File: src/rtl/wb_rr_arbiter.sv
// rtl/wb_rr_arbiter.sv - Wishbone N-master to 1-slave arbiter; define WBARB_ROUND_ROBIN_EN for round robin, else fixed priority
module wb_rr_arbiter #(
   parameter int NMASTER = 4,
   parameter int AW      = 32,
   parameter int DW      = 32
) (
   input  logic                      CLK,
   input  logic                      nRST,
   input  logic [NMASTER-1:0]        m_cyc,
   input  logic [NMASTER-1:0]        m_stb,
   input  logic [NMASTER-1:0]        m_we,
   input  logic [NMASTER*AW-1:0]     m_addr,
   input  logic [NMASTER*DW-1:0]     m_data,
   input  logic [NMASTER*(DW/8)-1:0] m_sel,
   output logic [NMASTER-1:0]        m_stall,
   output logic [NMASTER-1:0]        m_ack,
   output logic [NMASTER-1:0]        m_err,
   output logic                      o_cyc,
   output logic                      o_stb,
   output logic                      o_we,
   output logic [AW-1:0]             o_addr,
   output logic [DW-1:0]             o_data,
   output logic [DW/8-1:0]           o_sel,
   input  logic                      o_stall,
   input  logic                      o_ack,
   input  logic                      o_err,
   output logic                      gnt_valid,
   output logic [2:0]                gnt_idx,
   output logic [3:0]                outstanding
);

   localparam int SW = DW / 8;

   typedef enum logic {ST_IDLE = 1'b0, ST_OWNED = 1'b1} state_t;

   state_t     r_state;
   logic       r_gnt_valid;
   logic [2:0] r_gnt_idx;
   logic [3:0] r_outstanding;

   logic       w_win_found;
   logic [2:0] w_win_idx;
   logic       w_resp_ok;
   logic       w_inc;
   logic       w_dec;

`ifdef WBARB_ROUND_ROBIN_EN
   logic [2:0] r_last_gnt;
   logic [7:0] w_cyc_pad;
   logic [3:0] w_cand;

   // Round robin: search upward from the master after the last winner, wrapping at NMASTER
   always_comb begin
      w_cyc_pad              = '0;
      w_cyc_pad[NMASTER-1:0] = m_cyc;
      w_win_found            = 1'b0;
      w_win_idx              = '0;
      w_cand                 = '0;
      for (int k = 1; k <= NMASTER; k++) begin
         w_cand = {1'b0, r_last_gnt} + 4'(k);
         if (w_cand >= 4'(NMASTER)) begin
            w_cand = w_cand - 4'(NMASTER);
         end
         if (!w_win_found && w_cyc_pad[w_cand[2:0]]) begin
            w_win_found = 1'b1;
            w_win_idx   = w_cand[2:0];
         end
      end
   end

   // Pointer starts at the top index so master 0 is searched first after reset
   always_ff @(posedge CLK) begin
      if (!nRST) begin
         r_last_gnt <= 3'(NMASTER - 1);
      end else if (r_state == ST_IDLE && w_win_found) begin
         r_last_gnt <= w_win_idx;
      end
   end
`else
   // Fixed priority: lowest requesting index wins
   always_comb begin
      w_win_found = |m_cyc;
      w_win_idx   = '0;
      for (int i = NMASTER - 1; i >= 0; i--) begin
         if (m_cyc[i]) begin
            w_win_idx = 3'(i);
         end
      end
   end
`endif

   // Responses are only meaningful while a granted master has requests in flight
   assign w_resp_ok = (r_state == ST_OWNED) && (r_outstanding != 4'd0);
   assign w_inc     = o_stb && !o_stall;
   assign w_dec     = w_resp_ok && (o_ack || o_err);

   // Grant FSM with registered status and the in-flight request counter
   always_ff @(posedge CLK) begin
      if (!nRST) begin
         r_state       <= ST_IDLE;
         r_gnt_valid   <= 1'b0;
         r_gnt_idx     <= '0;
         r_outstanding <= '0;
      end else begin
         case (r_state)
            ST_IDLE: begin
               if (w_win_found) begin
                  r_state     <= ST_OWNED;
                  r_gnt_valid <= 1'b1;
                  r_gnt_idx   <= w_win_idx;
               end
            end
            ST_OWNED: begin
               if (!o_cyc) begin
                  // Release abandons any pending responses
                  r_state       <= ST_IDLE;
                  r_gnt_valid   <= 1'b0;
                  r_outstanding <= '0;
               end else if (w_inc && !w_dec) begin
                  if (r_outstanding != 4'hF) begin
                     r_outstanding <= r_outstanding + 4'd1;
                  end
               end else if (w_dec && !w_inc) begin
                  r_outstanding <= r_outstanding - 4'd1;
               end
            end
            default: begin
               r_state <= ST_IDLE;
            end
         endcase
      end
   end

   // Route the owner's request to the slave and the slave's response back to the owner only
   always_comb begin
      o_cyc   = 1'b0;
      o_stb   = 1'b0;
      o_we    = 1'b0;
      o_addr  = '0;
      o_data  = '0;
      o_sel   = '0;
      m_stall = '1;
      m_ack   = '0;
      m_err   = '0;
      if (r_state == ST_OWNED) begin
         for (int i = 0; i < NMASTER; i++) begin
            if (r_gnt_idx == 3'(i)) begin
               o_cyc      = m_cyc[i];
               o_stb      = m_stb[i];
               o_we       = m_we[i];
               o_addr     = m_addr[i*AW +: AW];
               o_data     = m_data[i*DW +: DW];
               o_sel      = m_sel[i*SW +: SW];
               m_stall[i] = o_stall;
               m_ack[i]   = o_ack && w_resp_ok;
               m_err[i]   = o_err && w_resp_ok;
            end
         end
      end
   end

   assign gnt_valid   = r_gnt_valid;
   assign gnt_idx     = r_gnt_idx;
   assign outstanding = r_outstanding;

endmodule

File: config.mk
export PLATFORM = sky130hd
export DESIGN_NAME = wb_rr_arbiter
export DESIGN_NICKNAME = d
export VERILOG_FILES = /design/src/rtl/wb_rr_arbiter.sv
export SDC_FILE = /design/constraint.sdc
export NUM_CORES = 1
export LEC_CHECK = 0
export CORE_AREA = 2 2 148 150
export DETAILED_ROUTE_END_ITERATION = 12
export DIE_AREA = 0 0 150 152
export PLACE_DENSITY = 0.52
export SLEW_MARGIN = 20
export SYNTH_ARGS = -nofsm -noshare
export SYNTH_HDL_FRONTEND = slang
export SYNTH_SLANG_ARGS = --single-unit
File: constraint.sdc
create_clock -name CLK -period 7.25 [get_ports CLK]
set_input_delay 1.45 -clock CLK [delete_from_list [all_inputs] [get_ports CLK]]
set_output_delay 1.45 -clock CLK [all_outputs]
set_load 0.05 [all_outputs]
==> run_results.csv, run 1 <==
group,metric,value,unit
power,power,0.000734,W
global_route,grt_use_total,0.145,
global_route,grt_pass1_vias,4195,
power,p_clk_frac,0.134,
logic_synthesis,syn_avg_cell_area,10.9,um2
power,p_leak,2.31,nW
global_route,overflow,0,
worst_setup_path,critical_path.startpoint_type,"input port",
finish,fillCellCount,2169,
floorplan,initial_utilization,0.130,
timing,hold_viol,0,
floorplan,io_pins,380,
timing,finalMaxSlewViolations,0,
logic_synthesis,synth_fp_nets,546,
logic_synthesis,synth_top_area_share,0.568,
worst_setup_path,crit_path_top_delay_cell,"clkdlybuf4s50_1",
floorplan,rows,54,
clocking,post-cts-setup-buffer-count,0,
power,power_density,106,mW/mm2
timing,hold_ws,0.550,ns
place,gp_congestion,0.830,
clocking,ctsHoldBuffers,0,
power,sequentialPowerShare,0.086,
place,hpwl,15000,um
worst_setup_path,path_max_fanout,4,
worst_setup_path,worstPathCellList,"clkdlybuf4s50_1, mux4_2, inv_1, nor2_1, clkdlybuf4s50_1",
logic_synthesis,yosysMostFrequentCell,"mux4_2",
global_route,grt_start_max_net_pins,64,
global_route,grt_pass1_wl,25500,um
clocking,cts_resized,0,
logic_synthesis,synth.top_cells.by_area,"mux4_2 57%, and2_1 16%, dfxtp_1 5.8%, nor2_1 2.6%, clkbuf_1 1.8%",
clocking,cts_made_buffers,3,
logic_synthesis,synth_seq_cells,8,
clocking,cts_buffer_depth,2,
clocking,htreeDepth,1,
logic_synthesis,ys_seq_area_frac,0.0577,
finish,fin_area,0.00690,mm2
floorplan,fp.dieArea,0.0228,mm2
logic_synthesis,synth_edf_count,0,
finish,drive_gt1_frac,0.147,
place,dp.cells,887,
finish,final_cells,891,
drt,firstDrtPassIters,5,
place,port_buffers,378,
place,dpl_cell_area,0.00682,mm2
floorplan,die_w,150,um
finish,nets,904,
finish,multiInputGateArea,0.00246,mm2
worst_setup_path,cp-end-kind,"output pin",
clocking,cts_tree,"yes",
worst_setup_path,crit_type,"input port to output pin",
logic_synthesis,yosys.area.top_type,"mux4_2",
clocking,clk_pin_slew,0.04,ns
drt,postRouteAntennaNets,0,
worst_setup_path,worst_path_largest_cell_delay,0.85,ns
global_route,antenna_found_initial,0,
clocking,cts.sinks,8,
drt,wl_per_cell,19.7,um
finish,area_growth,148,%
timing,maxSlewHeadroom,0.540,
clocking,insertion_delay,0.24,ns
timing,final-setup-viol-count,0,
timing,fmax,0.205,GHz
drt,drt_iter0_markers,134,
drt,viasPerCell,4.23,
power,combPwrFrac,0.780,
drt,postRouteWirelength,17600,um
timing,fin_crit_sh,0.672,
finish,layout.area.seq,169,um2
logic_synthesis,synthesis.area,0.00278,mm2
logic_synthesis,ys.flop_type,"dfxtp_1",
logic_synthesis,synthTopCellsByCount,"70 x mux4_2, 69 x and2_1, 19 x nor2_1",
timing,tightest_slew,0.688,ns
timing,rsz0062_at_grt,"false",
timing,fin_skew,0.00378,ns
logic_synthesis,async_reset_ff_frac,0,
power,p_int,0.000426,W
worst_setup_path,required,5.80,ns
power,swShare,0.419,
worst_setup_path,crit_top_cell,"clkdlybuf4s50_1",
clocking,cts-root-buf,"clkbuf_16",
floorplan,core_area,0.0214,mm2
logic_synthesis,synth_cell_type_count,41,
worst_setup_path,cp.arrival,3.42,ns
floorplan,die_height,152,um
power,power.switching,0.000308,W
hold_path,hold_path.class,"flop to flop",
logic_synthesis,synthCells,254,
drt,drc_errors,0,
power,ir_drop,0.0591,mV
timing,fin_crit,4.87,ns
logic_synthesis,yosys_warnings,0,
timing,fin_setup_tns,0,ns
job,cap_violations,0,
drt,via_count,3770,
status,outcome,"completed",
finish,diodes,0,
## placed cells by master, fill, tap and decap left out, types with 2 or more instances in the layout
cell	count
o32ai_1	2
clkbuf_16	3
ha_1	2
buf_4	4
clkdlybuf4s50_1	378
mux4_2	70
o22ai_1	2
dfxtp_1	5
nor2_1	19
or3_1	2
and2_1	69
nor3_1	4
inv_1	7
o31a_1	2
dfxtp_4	2
a21oi_1	4
nand2_1	9
nand2b_1	2
o21ai_0	2
nand3_1	2
## per-layer routing
metal  wire length [um]  track usage  share of wire
met4                296       0.0274          0.017
met3               1800       0.0324           0.10
met5                  0            0              0
met1               6310        0.160           0.36
met2               9190        0.279           0.52
## final timing paths
check / startpoint / endpoint / slack [ns] / cells past startpoint
max: m_cyc[1] / o_cyc / 2.38 / 5
min: outstanding[1]$_SDFFE_PN0P_ / outstanding[1]$_SDFFE_PN0P_ / 0.55 / 2
max reg2reg: gnt_idx[1]$_SDFFE_PN0P_ / outstanding[3]$_SDFFE_PN0P_ / 3.44 / 10
min reg2reg: outstanding[1]$_SDFFE_PN0P_ / outstanding[1]$_SDFFE_PN0P_ / 0.55 / 2
## final cells by class
class,instances,area share
clock buffer,4,0.0114
inverter,7,0.00381
multi-input combinational,210,0.356
sequential,8,0.0245
tap,280,0.0508
timing repair buffer,382,0.553
## logic make-up after synthesis
family | count (synthesis) | share of synthesized area
other | 1 | 0.00135
adder cells (fa/ha/maj) | 3 | 0.0162
flip-flops | 8 | 0.0577
buffers and inverters | 36 | 0.0572
XOR/XNOR | 1 | 0.00315
multiplexers | 72 | 0.575
AO/OA/AOI/OAI | 19 | 0.0536
AND/OR/NAND/NOR | 114 | 0.236
## stage by stage
stage / util / setup slack (ns)
global route: 0.323 / 2.30
finish: 0.323 / 2.38
CTS: 0.323 / 2.38
detailed placement: 0.319 / 2.38
floorplan: - / 2.97
global placement: 0.319 / 2.40
## registers in the layout (all words and copies together), names as in the netlist
name,cells
gnt_idx,2
gnt_valid,1
outstanding,4
r_state,1
## power groups by stage
stage | Sequential (W) | Clock [W] | Combinational (W)
2_1_floorplan | 0.0000558 | 0 | 0.000307
3_3_place_gp | 0.0000646 | 0 | 0.000573
3_5_place_dp | 0.0000650 | 0 | 0.000577
4_1_cts | 0.0000643 | 0.0000993 | 0.000581
5_1_grt | 0.0000655 | 0.000101 | 0.000602
6_report | 0.0000632 | 0.0000984 | 0.000572
## worst max-delay path, delay by kind of cell
family                 cells  cell delay (ns)
multiplexers               1             0.30
buffers and inverters      3             1.46
AND/OR/NAND/NOR            1             0.20
No activity file was read; power rests on OpenSTA's default activity.
==> inputs of run 2 (changes only) <==
- CORE_AREA: 2 2 148 150 -> 2 2 147 149
- DIE_AREA: 0 0 150 152 -> 0 0 149 151
- PLACE_DENSITY: 0.52 -> 0.54
- clock period: 7.25 -> 4.25 ns (I/O delays scaled with it)
==> run 2 against run 1 <==
  * Setup slack worse by 1.8 ns
  * Clock skew is 0.00084 ns lower
  * Largest cell class unchanged
  * Global-route usage is 0.85 points lower
  * Clock power up 66%
  * Highest routed layer unchanged
  * First-iteration DRC count is 34% lower
  * Via count decreased by 1.2%
  * Flip-flop and latch count did not move
  * Non-clock buffer count grew 2
==> run_results.csv, run 2 (synthesis gave the netlist of run 1 again) <==
group,metric,value,unit
finish,nets,906,
job,cap_violations,0,
global_route,use_met3,0.0229,
status,outcome,"completed",
clocking,htreeDepth,1,
hold_path,hold_path.class,"flop to flop",
place,dpl_cell_area,0.00685,mm2
power,sequentialPowerShare,0.081,
finish,multiInputGateArea,0.00246,mm2
timing,tightest_slew,0.610,ns
finish,layout_common_cells,"378 x clkdlybuf4s50_1, 70 x mux4_2, 69 x and2_1",
global_route,grt_use_total,0.136,
finish,largest_reg_flops,4,
drt,via_count,3726,
global_route,globalRouteMet2Util,0.266,
finish,drive_gt1_frac,0.150,
drt,wl_per_cell,18.9,um
drt,firstDrtPassIters,5,
clocking,cts_made_buffers,3,
clocking,cts_tree,"yes",
drt,postRouteAntennaNets,0,
power,power_density,181,mW/mm2
floorplan,initial_utilization,0.133,
floorplan,io_pins,380,
clocking,clk_pin_slew,0.04,ns
global_route,grt_pass1_wl,23800,um
finish,fin_area,0.00693,mm2
timing,fmax,0.272,GHz
finish,area_growth,150,%
clocking,cts.sinks,8,
place,dp_slack,0.527,ns
power,ir_drop,0.125,mV
place,gp_congestion,0.733,
worst_setup_path,required,3.40,ns
clocking,insertion_delay,0.23,ns
worst_setup_path,path_max_fanout,4,
clocking,post-cts-setup-buffer-count,0,
timing,fin_skew,0.00295,ns
timing,hold_viol,0,
power,combPwrFrac,0.789,
power,p_leak,2.33,nW
power,swShare,0.415,
finish,fillCellCount,2089,
timing,fin_setup_tns,0,ns
global_route,grt-busiest-layer,"met2",
power,power.switching,0.000520,W
place,hpwl,14700,um
finish,diodes,0,
worst_setup_path,cp.arrival,2.82,ns
floorplan,die_height,151,um
timing,fin_crit,3.67,ns
clocking,ctsHoldBuffers,0,
finish,layout.area.seq,169,um2
drt,drc_errors,0,
floorplan,fp.dieArea,0.0225,mm2
finish,layout_commonest_cell,"clkdlybuf4s50_1",
timing,maxSlewHeadroom,0.592,
timing,final-setup-viol-count,0,
worst_setup_path,cp-end-kind,"output pin",
global_route,grt_pass1_vias,4142,
clocking,cts-root-buf,"clkbuf_16",
global_route,use_met1,0.157,
drt,viasPerCell,4.20,
global_route,antenna_found_initial,0,
floorplan,die_w,149,um
floorplan,core_area,0.0208,mm2
timing,worst_slack,0.579,ns
timing,finalMaxSlewViolations,0,
clocking,cts_buffer_depth,2,
worst_setup_path,critical_path.startpoint_type,"input port",
place,port_buffers,378,
power,p_clk_frac,0.130,
global_route,grt_start_max_net_pins,49,
clocking,cts_resized,0,
worst_setup_path,crit_type,"input port to output pin",
drt,postRouteWirelength,16800,um
power,p_int,0.000732,W
drt,drt_iter0_markers,89,
floorplan,rows,53,
timing,fin_crit_sh,0.864,
timing,rsz0062_at_grt,"false",
global_route,overflow,0,
## run 2: worst paths after layout
| kind | from | end | slack (ns) | depth (start not counted) |
|---|---|---|---|---|
| hold / removal | outstanding[0]$_SDFFE_PN0P_ | outstanding[0]$_SDFFE_PN0P_ | 0.54 | 2 |
| setup / recovery | m_cyc[2] | o_cyc | 0.58 | 5 |
| setup reg to reg | gnt_idx[1]$_SDFFE_PN0P_ | outstanding[3]$_SDFFE_PN0P_ | 1.04 | 9 |
| hold reg to reg | outstanding[0]$_SDFFE_PN0P_ | outstanding[0]$_SDFFE_PN0P_ | 0.54 | 2 |
## run 2: metrics by stage
| stage | utilization | hold slack, ns | instances | total power, W |
|---|---|---|---|---|
| CTS | 0.333 | 0.539 | 888 | 0.00127 |
| finish | 0.333 | 0.535 | 888 | 0.00125 |
| global route | 0.333 | 0.574 | 888 | 0.00131 |
| detailed placement | 0.329 | 0.531 | 884 | 0.00110 |
| floorplan | - | 0.710 | 254 | 0.000619 |
| global placement | 0.329 | 0.527 | 884 | 0.00109 |
## run 2: worst max-delay path, stage by stage
cell and delay, ns:
clkdlybuf4s50_1 0.52, mux4_2 0.29, inv_1 0.09, nor2_1 0.22, clkdlybuf4s50_1 0.85
## run 2: layout make-up
type / count / area share
inverter: 7 / 0.00379
clock buffer: 4 / 0.0114
multi-input combinational: 210 / 0.355
tap: 275 / 0.0496
timing repair buffer: 384 / 0.556
sequential: 8 / 0.0244
## run 2: layer usage
metal	vias to the layer above	wire length (um)
li1	1713	-
met2	231	8900
met4	0	176
met1	1773	6250
met3	9	1460
met5	-	0
## run 2: power groups by stage
stage	Sequential [W]	Clock (W)	Combinational, W
3_3_place_gp	0.000103	0	0.000992
4_1_cts	0.000102	0.000166	0.00100
2_1_floorplan	0.0000953	0	0.000524
3_5_place_dp	0.000103	0	0.000998
6_report	0.000101	0.000163	0.000988
5_1_grt	0.000104	0.000170	0.00104
==> inputs of run 3 (changes only) <==
--- a/config.mk
+++ b/config.mk
@@ -10,5 +10,5 @@
 export DIE_AREA = 0 0 149 151
 export PLACE_DENSITY = 0.54
-export SLEW_MARGIN = 20
+export SLEW_MARGIN = 5
 export SYNTH_ARGS = -nofsm -noshare
 export SYNTH_HDL_FRONTEND = slang
==> constraint.sdc (replaced) <==
create_clock -name CLK -period 4.25 [get_ports CLK]
set_input_delay 0.85 -clock CLK [delete_from_list [all_inputs] [get_ports CLK]]
set_output_delay 0.85 -clock CLK [all_outputs]
set_load 0.02 [all_outputs]
==> run 3 against run 2 <==
  * Hold slack better by 0.0054 ns
  * Die area is the same
  * Cell count decreased by 0.23%
  * Design area down 0.34%
  * Combinational power down 16%
  * Global-route usage about the same
  * Core utilization fell by 0.11 points
  * Routed wire length grew 0.80%
  * Largest cell class unchanged
==> run_results.csv, run 3 (synthesis gave the netlist of run 1 again) <==
group,metric,value,unit
status,outcome,"completed",
clocking,insertion_delay,0.23,ns
power,p_leak,2.32,nW
finish,multiInputGateArea,0.00246,mm2
worst_setup_path,required,3.40,ns
floorplan,initial_utilization,0.133,
clocking,cts_tree,"yes",
worst_setup_path,worst_path_largest_cell_delay,0.65,ns
place,port_buffers,378,
finish,area_growth,149,%
drt,postRouteAntennaNets,0,
clocking,cts_resized,0,
global_route,grt_use_total,0.136,
worst_setup_path,crit_type,"input port to output pin",
floorplan,die_height,151,um
drt,drc_errors,0,
clocking,post-cts-setup-buffer-count,0,
floorplan,rows,53,
worst_setup_path,crit_buf_inv,3,
timing,maxSlewHeadroom,0.592,
worst_setup_path,crit_path_top_delay_cell,"clkdlybuf4s50_1",
floorplan,fp.dieArea,0.0225,mm2
drt,firstDrtPassIters,4,
floorplan,io_pins,380,
drt,drt_iter0_markers,98,
timing,rsz0062_at_grt,"false",
timing,fin_skew,0.000807,ns
worst_setup_path,path_max_fanout,4,
finish,layout.area.seq,169,um2
clocking,ctsHoldBuffers,0,
clocking,htreeDepth,1,
drt,wl_per_cell,19.1,um
clocking,cts.sinks,8,
timing,fmax,0.285,GHz
global_route,overflow,0,
finish,diodes,0,
worst_setup_path,critical_path.startpoint_type,"input port",
drt,via_count,3755,
hold_path,hold_path.class,"flop to flop",
floorplan,core_area,0.0208,mm2
timing,tightest_slew,0.612,ns
drt,postRouteWirelength,16900,um
finish,largest_reg_flops,4,
place,gp_congestion,0.747,
clocking,cts-root-buf,"clkbuf_16",
timing,fin_setup_tns,0,ns
drt,viasPerCell,4.24,
clocking,clk_pin_slew,0.04,ns
worst_setup_path,worstPathCellList,"clkdlybuf4s50_1, mux4_2, inv_1, nor2_1, clkdlybuf4s50_1",
global_route,grt_pass1_wl,23800,um
finish,fin_area,0.00691,mm2
global_route,grt_start_max_net_pins,84,
worst_setup_path,crit_top_cell,"clkdlybuf4s50_1",
floorplan,die_w,149,um
place,hpwl,14500,um
timing,final-setup-viol-count,0,
clocking,cts_buffer_depth,2,
finish,layout_commonest_cell,"clkdlybuf4s50_1",
job,cap_violations,0,
global_route,antenna_found_initial,0,
power,ir_drop,0.129,mV
timing,finalMaxSlewViolations,0,
power,power_density,157,mW/mm2
clocking,cts_made_buffers,3,
worst_setup_path,crit_family,"buffers and inverters",
timing,hold_viol,0,
global_route,grt_pass1_vias,4074,
worst_setup_path,cp.arrival,2.65,ns
finish,drive_gt1_frac,0.149,
timing,fin_crit,3.50,ns
finish,layout_common_cells,"378 x clkdlybuf4s50_1, 70 x mux4_2, 69 x and2_1",
finish,fillCellCount,2118,
worst_setup_path,cp-end-kind,"output pin",
timing,fin_crit_sh,0.824,
place,dpl_cell_area,0.00683,mm2
finish,nets,905,
run 3: worst paths after layout:
path	start	to	slack, ns	cells after the start
setup / recovery	m_cyc[0]	o_cyc	0.75	5
hold / removal	outstanding[2]$_SDFFE_PN0P_	outstanding[2]$_SDFFE_PN0P_	0.54	2
hold reg to reg	outstanding[2]$_SDFFE_PN0P_	outstanding[2]$_SDFFE_PN0P_	0.54	2
setup reg to reg	gnt_idx[0]$_SDFFE_PN0P_	outstanding[3]$_SDFFE_PN0P_	1.22	10
run 3: layout make-up:
type	count	area share
repair buffers	383	0.555
multi-input cells	210	0.356
well taps	275	0.0498
flip-flops and latches	8	0.0245
clock buffers	3	0.0109
inverters	7	0.00380
run 3: worst min-delay path, cell delays in order, from the launching register on:
cell     delay, ns
dfxtp_1       0.34
nand2_1       0.07
o32ai_1       0.07
run 3: per-layer routing:
layer | up-vias | track usage | part of all wire
met5 | - | 0 | 0
met4 | 0 | 0.0224 | 0.012
met3 | 8 | 0.0253 | 0.089
met2 | 235 | 0.255 | 0.52
met1 | 1805 | 0.165 | 0.38
li1 | 1707 | - | -
run 3: power by group:
group	switching, W	internal [W]	total [W]
Sequential	0.0000166	0.0000801	0.0000967
Clock	0.0000371	0.000121	0.000158
Combinational	0.000303	0.000525	0.000827
run 3: metrics by stage:
step / power, W / setup slack [ns] / hold slack (ns) / instances / utilization
floorplan: 0.000459 / 1.38 / 0.573 / 254 / -
global placement: 0.000934 / 0.609 / 0.525 / 883 / 0.328
detailed placement: 0.000938 / 0.580 / 0.534 / 883 / 0.328
CTS: 0.00110 / 0.722 / 0.541 / 886 / 0.332
global route: 0.00114 / 0.593 / 0.575 / 886 / 0.332
finish: 0.00108 / 0.746 / 0.541 / 886 / 0.332
